`src/rtl/param_pipeline_core.sv`:
```
// Parametrised 4-stage in-order core (IF -> ID -> EX -> WB) with an instruction-memory load port
// and an IDLE/RUN/DRAIN/HALTED controller. Define PIPE_FWD_EN to forward WB into EX instead of stalling.
module param_pipeline_core #(
  parameter int DATA_W  = 8,
  parameter int REG_AW  = 3,
  parameter int IMEM_AW = 4
) (
  input  logic                  clk,
  input  logic                  reset,
  input  logic                  imem_we,
  input  logic [IMEM_AW-1:0]    imem_waddr,
  input  logic [2+3*REG_AW-1:0] imem_wdata,
  input  logic                  run,
  input  logic [REG_AW-1:0]     dbg_raddr,
  output logic [DATA_W-1:0]     dbg_rdata,
  output logic [IMEM_AW-1:0]    pc,
  output logic                  busy,
  output logic                  halted,
  output logic                  wb_valid,
  output logic [REG_AW-1:0]     wb_addr,
  output logic [DATA_W-1:0]     wb_data
);
  localparam int INSTR_W    = 2 + 3*REG_AW;
  localparam int NREG       = 2**REG_AW;
  localparam int IMEM_DEPTH = 2**IMEM_AW;
  localparam int IMM_W      = 2*REG_AW;

  typedef enum logic [1:0] {OP_ADD = 2'b00, OP_SUB = 2'b01, OP_LDI = 2'b10, OP_HALT = 2'b11} op_e;
  typedef enum logic [1:0] {S_IDLE, S_RUN, S_DRAIN, S_HALTED} state_e;

  function automatic logic [DATA_W-1:0] zext_imm(input logic [IMM_W-1:0] imm);
    logic [DATA_W+IMM_W-1:0] wide;
    wide = {{DATA_W{1'b0}}, imm};
    return wide[DATA_W-1:0];
  endfunction

  // Modulo-2^DATA_W arithmetic; carries and borrows are simply dropped.
  function automatic logic [DATA_W-1:0] alu_wrap(input op_e op, input logic [DATA_W-1:0] a,
                                                 input logic [DATA_W-1:0] b,
                                                 input logic [DATA_W-1:0] imm);
    logic [DATA_W-1:0] r;
    case (op)
      OP_ADD:  r = a + b;
      OP_SUB:  r = a - b;
      OP_LDI:  r = imm;
      default: r = '0;
    endcase
    return r;
  endfunction

  state_e state, state_nxt;

  logic [INSTR_W-1:0] imem [IMEM_DEPTH];
  logic [DATA_W-1:0]  rf   [NREG];

  logic [INSTR_W-1:0] instr_p0;
  logic               vld_p0;

  op_e                op_id;
  logic [REG_AW-1:0]  rd_id, rs1_id, rs2_id;
  logic [IMM_W-1:0]   imm_id;
  logic [DATA_W-1:0]  a_id, b_id;
  logic               halt_id, stall, fetch_en, start;

  op_e                op_p1;
  logic [REG_AW-1:0]  rd_p1;
  logic [DATA_W-1:0]  a_p1, b_p1, imm_p1;
  logic               vld_p1, we_p1, halt_p1;
`ifdef PIPE_FWD_EN
  logic [REG_AW-1:0]  rs1_p1, rs2_p1;
`endif

  logic [DATA_W-1:0]  a_ex, b_ex, res_ex;

  logic [REG_AW-1:0]  rd_p2;
  logic [DATA_W-1:0]  res_p2;
  logic               vld_p2, we_p2, halt_p2, wr_en_p2;

  always_ff @(posedge clk) begin
    if (imem_we) imem[imem_waddr] <= imem_wdata;
  end

  always_ff @(posedge clk) begin
    if (reset) state <= S_IDLE;
    else       state <= state_nxt;
  end

  always_comb begin
    state_nxt = state;
    case (state)
      S_IDLE:   if (run) state_nxt = S_RUN;
      S_RUN:    if (halt_id) state_nxt = S_DRAIN;
      S_DRAIN:  if (vld_p2 && halt_p2) state_nxt = S_HALTED;
      S_HALTED: if (run) state_nxt = S_RUN;
      default:  state_nxt = S_IDLE;
    endcase
  end

  assign busy     = (state == S_RUN) || (state == S_DRAIN);
  assign halted   = (state == S_HALTED);
  assign start    = run && ((state == S_IDLE) || (state == S_HALTED));
  assign fetch_en = (state == S_RUN) && !halt_id && !stall;

  // IF: fetch imem[pc] into IF/ID
  always_ff @(posedge clk) begin
    if (reset) begin
      pc     <= '0;
      vld_p0 <= 1'b0;
    end else begin
      if (start)         pc <= '0;
      else if (fetch_en) pc <= pc + 1'b1;
      if (halt_id)       vld_p0 <= 1'b0;
      else if (!stall)   vld_p0 <= fetch_en;
    end
  end

  always_ff @(posedge clk) begin
    if (fetch_en) instr_p0 <= imem[pc];
  end

  // ID: decode and operand read with WB write-through
  assign op_id   = op_e'(instr_p0[INSTR_W-1 -: 2]);
  assign rd_id   = instr_p0[3*REG_AW-1 -: REG_AW];
  assign rs1_id  = instr_p0[2*REG_AW-1 -: REG_AW];
  assign rs2_id  = instr_p0[REG_AW-1:0];
  assign imm_id  = instr_p0[IMM_W-1:0];
  assign halt_id = vld_p0 && (op_id == OP_HALT);

  assign wr_en_p2 = vld_p2 && we_p2;
  assign a_id     = (wr_en_p2 && (rd_p2 == rs1_id)) ? res_p2 : rf[rs1_id];
  assign b_id     = (wr_en_p2 && (rd_p2 == rs2_id)) ? res_p2 : rf[rs2_id];

`ifdef PIPE_FWD_EN
  assign stall = 1'b0;
`else
  logic uses_src_id;
  assign uses_src_id = (op_id == OP_ADD) || (op_id == OP_SUB);
  // Distance-1 RAW: the producer is still in EX, so hold ID one cycle until write-through covers it.
  assign stall = vld_p0 && uses_src_id && vld_p1 && we_p1 &&
                 ((rd_p1 == rs1_id) || (rd_p1 == rs2_id));
`endif

  always_ff @(posedge clk) begin
    if (reset) vld_p1 <= 1'b0;
    else       vld_p1 <= vld_p0 && !stall;
  end

  always_ff @(posedge clk) begin
    op_p1  <= op_id;
    rd_p1  <= rd_id;
    a_p1   <= a_id;
    b_p1   <= b_id;
    imm_p1 <= zext_imm(imm_id);
`ifdef PIPE_FWD_EN
    rs1_p1 <= rs1_id;
    rs2_p1 <= rs2_id;
`endif
  end

  // EX: operand select and ALU
  assign we_p1   = (op_p1 != OP_HALT);
  assign halt_p1 = (op_p1 == OP_HALT);

`ifdef PIPE_FWD_EN
  assign a_ex = (wr_en_p2 && (rd_p2 == rs1_p1)) ? res_p2 : a_p1;
  assign b_ex = (wr_en_p2 && (rd_p2 == rs2_p1)) ? res_p2 : b_p1;
`else
  assign a_ex = a_p1;
  assign b_ex = b_p1;
`endif

  assign res_ex = alu_wrap(op_p1, a_ex, b_ex, imm_p1);

  always_ff @(posedge clk) begin
    if (reset) begin
      vld_p2  <= 1'b0;
      we_p2   <= 1'b0;
      halt_p2 <= 1'b0;
      rd_p2   <= '0;
      res_p2  <= '0;
    end else begin
      vld_p2  <= vld_p1;
      we_p2   <= we_p1;
      halt_p2 <= halt_p1;
      rd_p2   <= rd_p1;
      res_p2  <= res_ex;
    end
  end

  // WB: commit into the register file
  always_ff @(posedge clk) begin
    if (reset) begin
      for (int i = 0; i < NREG; i++) rf[i] <= DATA_W'(i);
    end else if (wr_en_p2) begin
      rf[rd_p2] <= res_p2;
    end
  end

  assign wb_valid  = wr_en_p2;
  assign wb_addr   = rd_p2;
  assign wb_data   = res_p2;
  assign dbg_rdata = rf[dbg_raddr];

endmodule

```
`config.mk`:
```
export PLATFORM = sky130hd
export DESIGN_NAME = param_pipeline_core
export DESIGN_NICKNAME = d
export VERILOG_FILES = /design/src/rtl/param_pipeline_core.sv
export SDC_FILE = /design/constraint.sdc
export NUM_CORES = 1
export LEC_CHECK = 0
export CAP_MARGIN = 40
export CORE_MARGIN = 4
export CORE_UTILIZATION = 55
export CTS_CLUSTER_SIZE = 24
export DETAILED_ROUTE_END_ITERATION = 16
export GPL_TIMING_DRIVEN = 0
export MAX_ROUTING_LAYER = met4
export PLACE_DENSITY = 0.73
export SLEW_MARGIN = 20
export SYNTH_ARGS = -nofsm -noshare
export SYNTH_HDL_FRONTEND = slang
export SYNTH_SLANG_ARGS = --single-unit
```
`constraint.sdc`:
```
create_clock -name clk -period 2.9 [get_ports clk]
set_input_delay 0.58 -clock clk [delete_from_list [all_inputs] [get_ports clk]]
set_output_delay 0.58 -clock clk [all_outputs]
set_load 0.01 [all_outputs]
```
# Yosys cells after proc, flatten, opt, wreduce, memory -nomap -nowiden
# Memories as Yosys holds them, arrays and structs flattened. A register that Yosys moved wholly into a read port is not among the register bits.
# Cells that the tools add are included.
# word_totals
register_bits	49
mem_bits_rw	240
output_inout_bits	26
memories	2
# op_classes
add_sub_neg	3
eq_ne	16
mux	17
reduce_logical	27
# mem_list
memory	depth	width	read_ports	rd_ports_with_merged_regs	wr	line_no	rtl
imem	16	11	1	1	1	53	logic [INSTR_W-1:0] imem [IMEM_DEPTH];
rf	8	8	3	0	8	54	logic [DATA_W-1:0] rf [NREG];
# ops
operator	count
$mux W8	3
$pmux W8 S3	1
$logic_and A1 B1 Y1	13
$eq A3 B3 Y1	4
$eq A2 B2 Y1 const B	5
$add A8 B8 Y8	1
$mux W1	8
$reduce_or A8 Y1	1
$sub A8 B8 Y8	1
$eq A2 B1 Y1 const B	3
$logic_not A2 Y1	3
$mux W2	3
$ne A2 B2 Y1 const B	3
$pmux W2 S3	1
$reduce_or A2 Y1	3
$add A4 B1 Y4 const B	1
$logic_or A1 B1 Y1	4
$mux W3	1
$reduce_and A3 Y1	1
$logic_not A1 Y1	2
$ne A2 B1 Y1 const B	1

# Depth between registers and ports, before layout
# Gate-level depths: netlist of run 1.
# logic_depth
depth_word	8
depth_mapped	11
mapped_depth_nobuf	10

# Least setup slack after synthesis of run 1
# OpenSTA, ideal clock, no wires.
# synth_path
path_kind	input to output
startpoint	input dbg_raddr[0]
endpoint	output dbg_rdata[0]
t_arrival_ps	1915
required_time_ps	2320
setup_slack_ps	405
stages	4
n_path_buf	2
cell_sequence	buf_2 > buf_2 > mux4_2 > mux2_2
# synth_via
elab_chain_cells	1
# synth_rtl
element	line_no	rtl
start: declaration	14	input logic [REG_AW-1:0] dbg_raddr,
$mem_v2 Z8 W8	n/a	
end: declaration	15	output logic [DATA_W-1:0] dbg_rdata,
# Every way passes these cells.

==> results of run 1 <==
cell type report:
| cell class | instances | share of cell area (%) |
|---|---|---|
| sequential | 300 | 56.2 |
| clock inverter | 18 | 1.11 |
| inverter | 18 | 0.446 |
| tap | 319 | 2.63 |
| buffer | 39 | 1.48 |
| timing repair buffer | 60 | 3.68 |
| clock buffer | 36 | 5.37 |
| multi-input combinational | 417 | 29.1 |
flip-flops by register name, summed over array words and instances (netlist names):
name      cells
imem        176
rf           64
instr_p0     11
a_ex          8
b_ex          8
wb_data       8
imm_p1        6
pc            4
rd_p1         3
wb_addr       3
op_p1         2
state         2
halt_p2       1
vld_p0        1
vld_p1        1
vld_p2        1
we_p2         1
worst register-to-register path, delay by kind of cell (launching register included):
family,cells,cell delay (ns)
compound gates,2,0.38
xor+xnor,1,0.20
fa+ha+maj,1,0.32
buf+inv,2,0.44
flops,1,0.30
simple gates,5,0.98
metrics by stage:
step / area [µm²] / power (W) / setup TNS [ns]
3_3_place_gp: 14000 / 0.00841 / -38.53
2_1_floorplan: 13200 / 0.00751 / 0
5_1_grt: 15200 / 0.0128 / 0
3_5_place_dp: 14100 / 0.00852 / -7.10
4_1_cts: 15100 / 0.0123 / 0
6_report: 15200 / 0.0123 / 0
kinds of logic after synthesis:
group	share of synthesized area (%)
DFF	64.7
and+or+nand+nor	8.15
muxes	19.9
buffers and inverters	2.02
AOI/OAI and AO/OA	2.60
xor gates and xnor gates	1.26
adders and majority gates	1.29
final timing paths:
| check | endpoint | cells after the start | slack (ns) | from |
|---|---|---|---|---|
| setup reg to reg | wb_data[6]$_SDFF_PP0_ | 11 | 0.25 | op_p1[1]$_DFF_P_ |
| setup / recovery | dbg_rdata[3] | 3 | 0.04 | rf[3][3]$_SDFFCE_PN0P_ |
| hold / removal | rd_p1[0]$_DFF_P_ | 0 | 0.34 | instr_p0[6]$_DFFE_PP_ |
| hold reg to reg | rd_p1[0]$_DFF_P_ | 0 | 0.34 | instr_p0[6]$_DFFE_PP_ |
repair_timing:
action,in CTS,in global routing
hold buffers,0,0
endpoints found under the setup margin,8,4
setup buffers,0,1
gates resized for setup,7,3
cell usage after synthesis (6+ instances only):
cell,count,area [µm²]
edfxtp_1,251,7540
mux4_2,100,2250
and2_1,56,350
dfxtp_1,49,981
nor2_1,37,139
nand2_1,32,120
o21ai_0,22,110
mux2i_1,19,190
inv_1,18,67.6
clkbuf_1,17,63.8
buf_2,14,70.1
nor3_1,13,65.1
or3_1,13,81.3
ha_1,12,150
xnor2_1,12,105
nand3_1,10,50.1
mux2_2,9,101
a21oi_1,8,40.0
nand2b_1,7,43.8
nor2b_1,7,43.8
xor2_1,7,61.3
a31oi_1,6,37.5
per-layer routing:
| metal | vias to the layer above | wire length [µm] | track usage, % |
|---|---|---|---|
| li1 | 3247 | - | - |
| met5 | - | 0 | - |
| met2 | 246 | 16400 | 42.6 |
| met1 | 3805 | 11800 | 30.8 |
| met4 | 0 | 798 | 5.57 |
| met3 | 55 | 1490 | 3.24 |
power groups by stage:
stage	sequential (W)	combinational [W]	clock (W)
3_3_place_gp	0.00544	0.00298	0
4_1_cts	0.00537	0.00309	0.00384
3_5_place_dp	0.00546	0.00306	0
2_1_floorplan	0.00533	0.00218	0
6_report	0.00537	0.00309	0.00380
5_1_grt	0.00541	0.00334	0.00405
==> flow_summary.yaml, run 1 <==
pwr:
  p_int_w: 0.00872
  switching_share_pct: 28.8
  p_sw_w: 0.00353
  p_comb_share_pct: 25.2
  pwr-share-clk_pct: 31.0
  power_density_nw_per_um2: 808
  power_frac_seq_pct: 43.8
  ir_drop_v: 0.000601
  leakagePower_nw: 5.07
synth:
  ys_ff_latch: 300
  yosysSeqAreaShare_pct: 64.7
  synthCells: 774
  yosys_warnings: 0
  avgSynthCellArea_um2: 17.0
  async_flop_share_pct: 0
  synth.distinct_cells: 52
  synth_edf_count: 251
  synth_area_um2: 13200
  syn_nets: 809
  ys.flop_type: "edfxtp_1"
global_routing:
  antenna_found_initial: 0
  grt_max_degree: 17
  grt_pass1_wl_um: 47100
  first_global_vias: 7663
  grt_remaining_overflow: 0
  grt_util_all_layers_pct: 24.3
clocking:
  clockBufferDepth: 3
  clk_transition_reported_paths_ns: 0.06
  numCtsBuffers: 29
  clockRootBuffer: "clkbuf_16"
  cts_tree: "done"
  clock_sinks: 300
  ctsHtreeMaxLevel: 1
  clk_latency_ns: 0.56
timing:
  post-route-period-util_pct: 98.5
  setup_ws_ns: 0.0424
  slew_viol_final: 0
  tightestPinTransition_ns: 0.844
  whs_ns: 0.345
  finalHoldViolations: 0
  max_freq_ghz: 0.350
  setup_violations: 0
  fin_crit_ns: 2.86
  grt_setup_unrepaired: "false"
  clock_skew_ns: 0.0120
  maxSlewHeadroom_pct: 43.7
cells_and_area:
  most-common-layout-cells: "251 x edfxtp_1, 100 x mux4_2, 56 x and2_1, 49 x dfxtp_1, 44 x clkdlybuf4s50_1"
  finish.utilization_pct: 64.6
  finalNetCount: 900
  drive_gt1_share_pct: 23.9
  seqCellArea_um2: 8520
  multiInputGateArea_um2: 4420
  final_common_cell: "edfxtp_1"
  n_fill_cell: 1624
  synthToLayoutAreaGrowth_pct: 15.3
  diodes: 0
  instances_no_fill: 1207
route:
  drt_iter0_drc: 680
  vias_per_cell: 6.09
  ant_nets: 0
  wl_per_cell_um: 25.3
  vias: 7353
  firstDrtPassIters: 4
  routed_wl_um: 30600
  drc: 0
setup_path:
  crit_path_end_kind: "output pin"
  cp_num_buf_inv: 1
  cpPeakStageDelay_ns: 0.52
  path_class: "reg -> out"
  worstPathArrival_ns: 2.28
  cpMaxStageDelayCell: "mux4_2"
  cp.required_ns: 2.32
  cp_cell_sequence: "mux4_2 > mux2_2 > clkdlybuf4s50_1"
  path_max_fanout: 2
  crit_family: "multiplexers"
  start_kind: "flip-flop"
die:
  rows: 56
  die_area_um2: 26500
  die_y_um: 163
  start_util_pct: 56.1
  io_pins: 48
  coreArea_um2: 23500
  die_x_um: 163
hold_path:
  hp-class: "reg -> reg"
placement:
  pre_cts_ws_ns: -0.445
  place_inst: 1150
  io_buffers: 44
  gp_congestion: 0.936
  dp_hpwl_um: 21500
run:
  drv_cap: 0
status:
  status: "finished clean"
Power figures use the tool's default switching activity.
==> inputs of run 2 (changes only) <==
--- a/config.mk
+++ b/config.mk
@@ -5,7 +5,8 @@
 export SDC_FILE = /design/constraint.sdc
 export NUM_CORES = 1
 export LEC_CHECK = 0
-export CAP_MARGIN = 40
+export ABC_CLOCK_PERIOD_IN_PS = 2900
+export CAP_MARGIN = 0
 export CORE_MARGIN = 4
 export CORE_UTILIZATION = 55
 export CTS_CLUSTER_SIZE = 24
==> flow_summary.yaml, run 2 (synthesized netlist as in run 1, its figures left out) <==
status:
  status: "finished clean"
clocking:
  ctsHtreeMaxLevel: 1
  cts_tree: "done"
  clockBufferDepth: 3
  clockRootBuffer: "clkbuf_16"
  clock_sinks: 300
  cts_hold_buf: 0
  clk_transition_reported_paths_ns: 0.07
  clk_latency_ns: 0.55
  numCtsBuffers: 30
cells_and_area:
  top_register: "imem"
  finalNetCount: 889
  drive_gt1_share_pct: 22.5
  instances_no_fill: 1196
  final_cell_area_um2: 15100
  final_common_cell: "edfxtp_1"
  most-common-layout-cells: "251 x edfxtp_1, 100 x mux4_2, 56 x and2_1, 49 x dfxtp_1, 43 x clkdlybuf4s50_1"
  largest_reg_flops: 176
  synthToLayoutAreaGrowth_pct: 14.5
  diodes: 0
  n_fill_cell: 1642
  reg.largest.list: "imem: 176 flops, rf: 64 flops, instr_p0: 11 flops"
route:
  firstDrtPassIters: 5
  vias: 7319
  wl_per_cell_um: 25.2
  drt_iter0_drc: 739
  routed_wl_um: 30100
  ant_nets: 0
  drc: 0
  vias_per_cell: 6.12
setup_path:
  cpPeakStageDelay_ns: 0.54
  cp_cell_sequence: "mux4_2 > mux2_2 > clkdlybuf4s50_1"
  cp.required_ns: 2.32
  crit_path_end_kind: "output pin"
  r2r_slack_ns: 0.25
  worstPathArrival_ns: 2.28
  cp_num_buf_inv: 1
  crit_family: "multiplexers"
  path_class: "reg -> out"
  path_max_fanout: 3
  cpMaxStageDelayCell: "mux4_2"
  start_kind: "flip-flop"
pwr:
  p_comb_share_pct: 25.0
  pwr-share-clk_pct: 31.0
  leakagePower_nw: 5.01
  switching_share_pct: 28.6
  power_density_nw_per_um2: 812
  p_sw_w: 0.00349
  power_frac_seq_pct: 43.9
  total_power_w: 0.0122
  p_int_w: 0.00874
  ir_drop_v: 0.000524
timing:
  finalSetupTns_ns: 0
  tightestPinTransition_ns: 1.20
  grt_setup_unrepaired: "false"
  whs_ns: 0.344
  max_freq_ghz: 0.349
  fin_crit_ns: 2.86
  setup_violations: 0
  clock_skew_ns: 0.0190
  post-route-period-util_pct: 98.8
  maxSlewHeadroom_pct: 19.3
  finalHoldViolations: 0
  slew_viol_final: 0
placement:
  place_area_um2: 14100
  io_buffers: 44
  dp_hpwl_um: 21200
  gp_congestion: 0.936
  place_inst: 1141
run:
  drv_cap: 0
global_routing:
  grt_pass1_wl_um: 46300
  first_global_vias: 7650
  grt_util_all_layers_pct: 23.9
  grt_remaining_overflow: 0
  antenna_found_initial: 0
  grt_max_degree: 17
die:
  die_x_um: 163
  die_area_um2: 26500
  coreArea_um2: 23500
  rows: 56
  start_util_pct: 56.1
  die_y_um: 163
  io_pins: 48
hold_path:
  hp-class: "reg -> reg"
run 2: power groups by stage:
stage | Combinational (W) | Sequential (W) | Clock [W]
floorplan | 0.00218 | 0.00533 | 0
global placement | 0.00298 | 0.00544 | 0
detailed placement | 0.00305 | 0.00546 | 0
CTS | 0.00308 | 0.00537 | 0.00384
global route | 0.00332 | 0.00542 | 0.00404
finish | 0.00306 | 0.00537 | 0.00379
run 2: cell type report:
class                   count  area [µm²]  area share [%]
multi-input cells         417        4420            29.3
repair buffers             48         477            3.16
inverters                  18        67.6           0.448
well taps                 319         399            2.65
clock inverters            16         160            1.06
flip-flops and latches    300        8520            56.5
plain buffers              39         224            1.49
clock buffers              39         806            5.35
run 2: metal layers:
| layer | up-vias | GRT usage, % | routed length (µm) |
|---|---|---|---|
| met5 | - | - | 0 |
| met1 | 3737 | 30.1 | 11700 |
| met3 | 46 | 4.63 | 2160 |
| met2 | 313 | 40.9 | 15600 |
| li1 | 3223 | - | - |
| met4 | 0 | 5.60 | 687 |
run 2: worst paths after layout:
check	from	depth (start not counted)	endpoint
setup / recovery	rf[3][7]$_SDFFCE_PN0P_	3	dbg_rdata[7]
hold / removal	instr_p0[8]$_DFFE_PP_	0	rd_p1[2]$_DFF_P_
setup reg to reg	op_p1[1]$_DFF_P_	11	wb_data[6]$_SDFF_PP0_
hold reg to reg	instr_p0[8]$_DFFE_PP_	0	rd_p1[2]$_DFF_P_
run 2: metrics by stage:
step | setup slack (ns) | util (%)
CTS | 0.0121 | 64.1
global route | 0.00881 | 64.2
finish | 0.0357 | 64.2
floorplan | 0.405 | -
global placement | -0.722 | 59.6
detailed placement | -0.489 | 60.0
run 2: repair_timing:
item | 4_1_cts | 5_1_grt
buffers inserted | 0 | 0
hold endpoints to repair | 0 | 0
resized for setup | 6 | 5
setup endpoints to repair | 8 | 6
==> patch (settings of run 1) <==
Register the inputs `imem_we`, `imem_waddr`, `imem_wdata`, `run` and `dbg_raddr` before use, cleared by the reset. The logic sees them one clock later.
--- a/src/rtl/param_pipeline_core.sv
+++ b/src/rtl/param_pipeline_core.sv
@@ -29,4 +29,26 @@
   typedef enum logic [1:0] {S_IDLE, S_RUN, S_DRAIN, S_HALTED} state_e;
 
+  logic imem_we_q;
+  logic [IMEM_AW-1:0] imem_waddr_q;
+  logic [2+3*REG_AW-1:0] imem_wdata_q;
+  logic run_q;
+  logic [REG_AW-1:0] dbg_raddr_q;
+
+  always_ff @(posedge clk) begin
+    if (reset) begin
+      imem_we_q    <= '0;
+      imem_waddr_q <= '0;
+      imem_wdata_q <= '0;
+      run_q        <= '0;
+      dbg_raddr_q  <= '0;
+    end else begin
+      imem_we_q    <= imem_we;
+      imem_waddr_q <= imem_waddr;
+      imem_wdata_q <= imem_wdata;
+      run_q        <= run;
+      dbg_raddr_q  <= dbg_raddr;
+    end
+  end
+
   function automatic logic [DATA_W-1:0] zext_imm(input logic [IMM_W-1:0] imm);
     logic [DATA_W+IMM_W-1:0] wide;
@@ -78,5 +100,5 @@
 
   always_ff @(posedge clk) begin
-    if (imem_we) imem[imem_waddr] <= imem_wdata;
+    if (imem_we_q) imem[imem_waddr_q] <= imem_wdata_q;
   end
 
@@ -89,8 +111,8 @@
     state_nxt = state;
     case (state)
-      S_IDLE:   if (run) state_nxt = S_RUN;
+      S_IDLE:   if (run_q) state_nxt = S_RUN;
       S_RUN:    if (halt_id) state_nxt = S_DRAIN;
       S_DRAIN:  if (vld_p2 && halt_p2) state_nxt = S_HALTED;
-      S_HALTED: if (run) state_nxt = S_RUN;
+      S_HALTED: if (run_q) state_nxt = S_RUN;
       default:  state_nxt = S_IDLE;
     endcase
@@ -99,5 +121,5 @@
   assign busy     = (state == S_RUN) || (state == S_DRAIN);
   assign halted   = (state == S_HALTED);
-  assign start    = run && ((state == S_IDLE) || (state == S_HALTED));
+  assign start    = run_q && ((state == S_IDLE) || (state == S_HALTED));
   assign fetch_en = (state == S_RUN) && !halt_id && !stall;
 
@@ -200,5 +222,5 @@
   assign wb_addr   = rd_p2;
   assign wb_data   = res_p2;
-  assign dbg_rdata = rf[dbg_raddr];
+  assign dbg_rdata = rf[dbg_raddr_q];
 
 endmodule
Check against the original RTL: not equivalent (Yosys sat finds a counterexample within 4 cycles, from zero or initial values and one cycle with reset high).
==> patch against run 1 <==
  * Sequential cell count rose by 20
  * Wire length rose by 2.3%
  * Synthesized area increased by 4.1%
  * Largest power group unchanged
  * Highest routed layer unchanged
  * Hold slack lost 0.0041 ns
  * Register-to-register slack worse by 0.06 ns
  * Core utilization rose by 0.76 points
  * Power is 6.7% higher
  * Final area grew 5.1%
  * Setup slack better by 0.033 ns
  * Clock power grew 17%
  * Clock skew increased by 0.0032 ns
  * Synthesized cell count up 5.4%
==> patch: results <==
set metrics [dict create \
    netlist_top_cells_area "edfxtp_1, mux4_2, dfxtp_1" \
    reg.largest.list "imem: 176 flops, rf: 64 flops" \
    power.share.clock_pct 33.9 \
    synth_xor_area_share_pct 1.22 \
    r2r-start "op_p1[1]" \
    ys_types 52 \
    routed_via_density 6.08 \
    max_stage_delay_ns 0.54 \
    synthAdderAreaFrac_pct 1.24 \
    synth_fp_nets 851 \
    vdd_ir_drop_max_mv 0.719 \
    antenna_found_initial 0 \
    worst_pin_slew_ns 0.844 \
    grtUsageTotal_pct 23.5 \
    p_sw_share_pct 28.0 \
    grt_pass1_wl_um 47700 \
    drt_pass1_iterations 5 \
    grt_max_degree 17 \
    hp-class "reg -> reg" \
    num_vias 7712 \
    cts_made_buffers 34 \
    hp-start "instr_p0[6]" \
    synth_warnings 0 \
    cp_data_arrival_time_ns 2.24 \
    min_path_cells 0 \
    place.gp.congestion 0.838 \
    muxShareOfSynthArea_pct 19.2 \
    place_area_um2 14700 \
    htreeDepth 2 \
    wire_per_inst_um 24.7 \
    grt_pass1_vias 7821 \
    dp.cells 1198 \
    skew_ns 0.0152 \
    leakagePower_nw 5.17 \
    ys_top_cells_by_count "edfxtp_1, mux4_2, dfxtp_1" \
    nets 953 \
    drive_gt1_share_pct 23.7 \
    combinationalPower_mw 2.97 \
    ys_seq_area_share_pct 65.1 \
    outcome "finished clean" \
    clkLatencyLatePin_ns 0.52 \
    synth_compound_area_share_pct 2.50 \
    hold_viol 0 \
    seqPwrFrac_pct 43.4 \
    drtIter0Drc 804 \
    pre_cts_slack_ns -0.229 \
    post-dp-hpwl_um 20700 \
    synthesis.area_um2 13700 \
    crit_fanout 10 \
    crit_family "multiplexers" \
    whs_ns 0.341 \
    clk_pin_slew_ns 0.06 \
    r2r_setup_slack_ns 0.19 \
    avgSynthCellArea_um2 16.8 \
    root_buffer "clkbuf_16" \
    io_buffers 47 \
    critPathKind "reg -> out" \
    async_reset_ff_share_pct 0 \
]
patch: cell type report:
class,instances,area (um2)
Fill cell,1708,8450
Buffer,40,226
Clock inverter,16,188
Inverter,18,67.6
Sequential cell,320,8920
Multi-Input combinational cell,437,4540
Tap cell,324,405
Clock buffer,46,980
Timing Repair Buffer,67,616
patch: timing repair:
action | in CTS | in global routing
resized for setup | 18 | 0
endpoints found under the setup margin | 8 | 0
hold buffers | 0 | 0
setup buffers | 3 | 0
patch: how the worst max path moves through the flow:
| stage | to | slack (ns) |
|---|---|---|
| finish | dbg_rdata[0] | 0.08 |
| floorplan | wb_data[6] | 0.59 |
| CTS | dbg_rdata[1] | 0.04 |
| detailed placement | dbg_rdata[1] | -0.23 |
| global placement | rf[2][6] | -0.28 |
| global route | dbg_rdata[0] | 0.01 |
patch: metal layers:
metal	track usage, %	routed length, um
met1	29.7	12000
met2	39.1	16200
met3	4.24	1990
met4	7.60	1050
met5	-	0
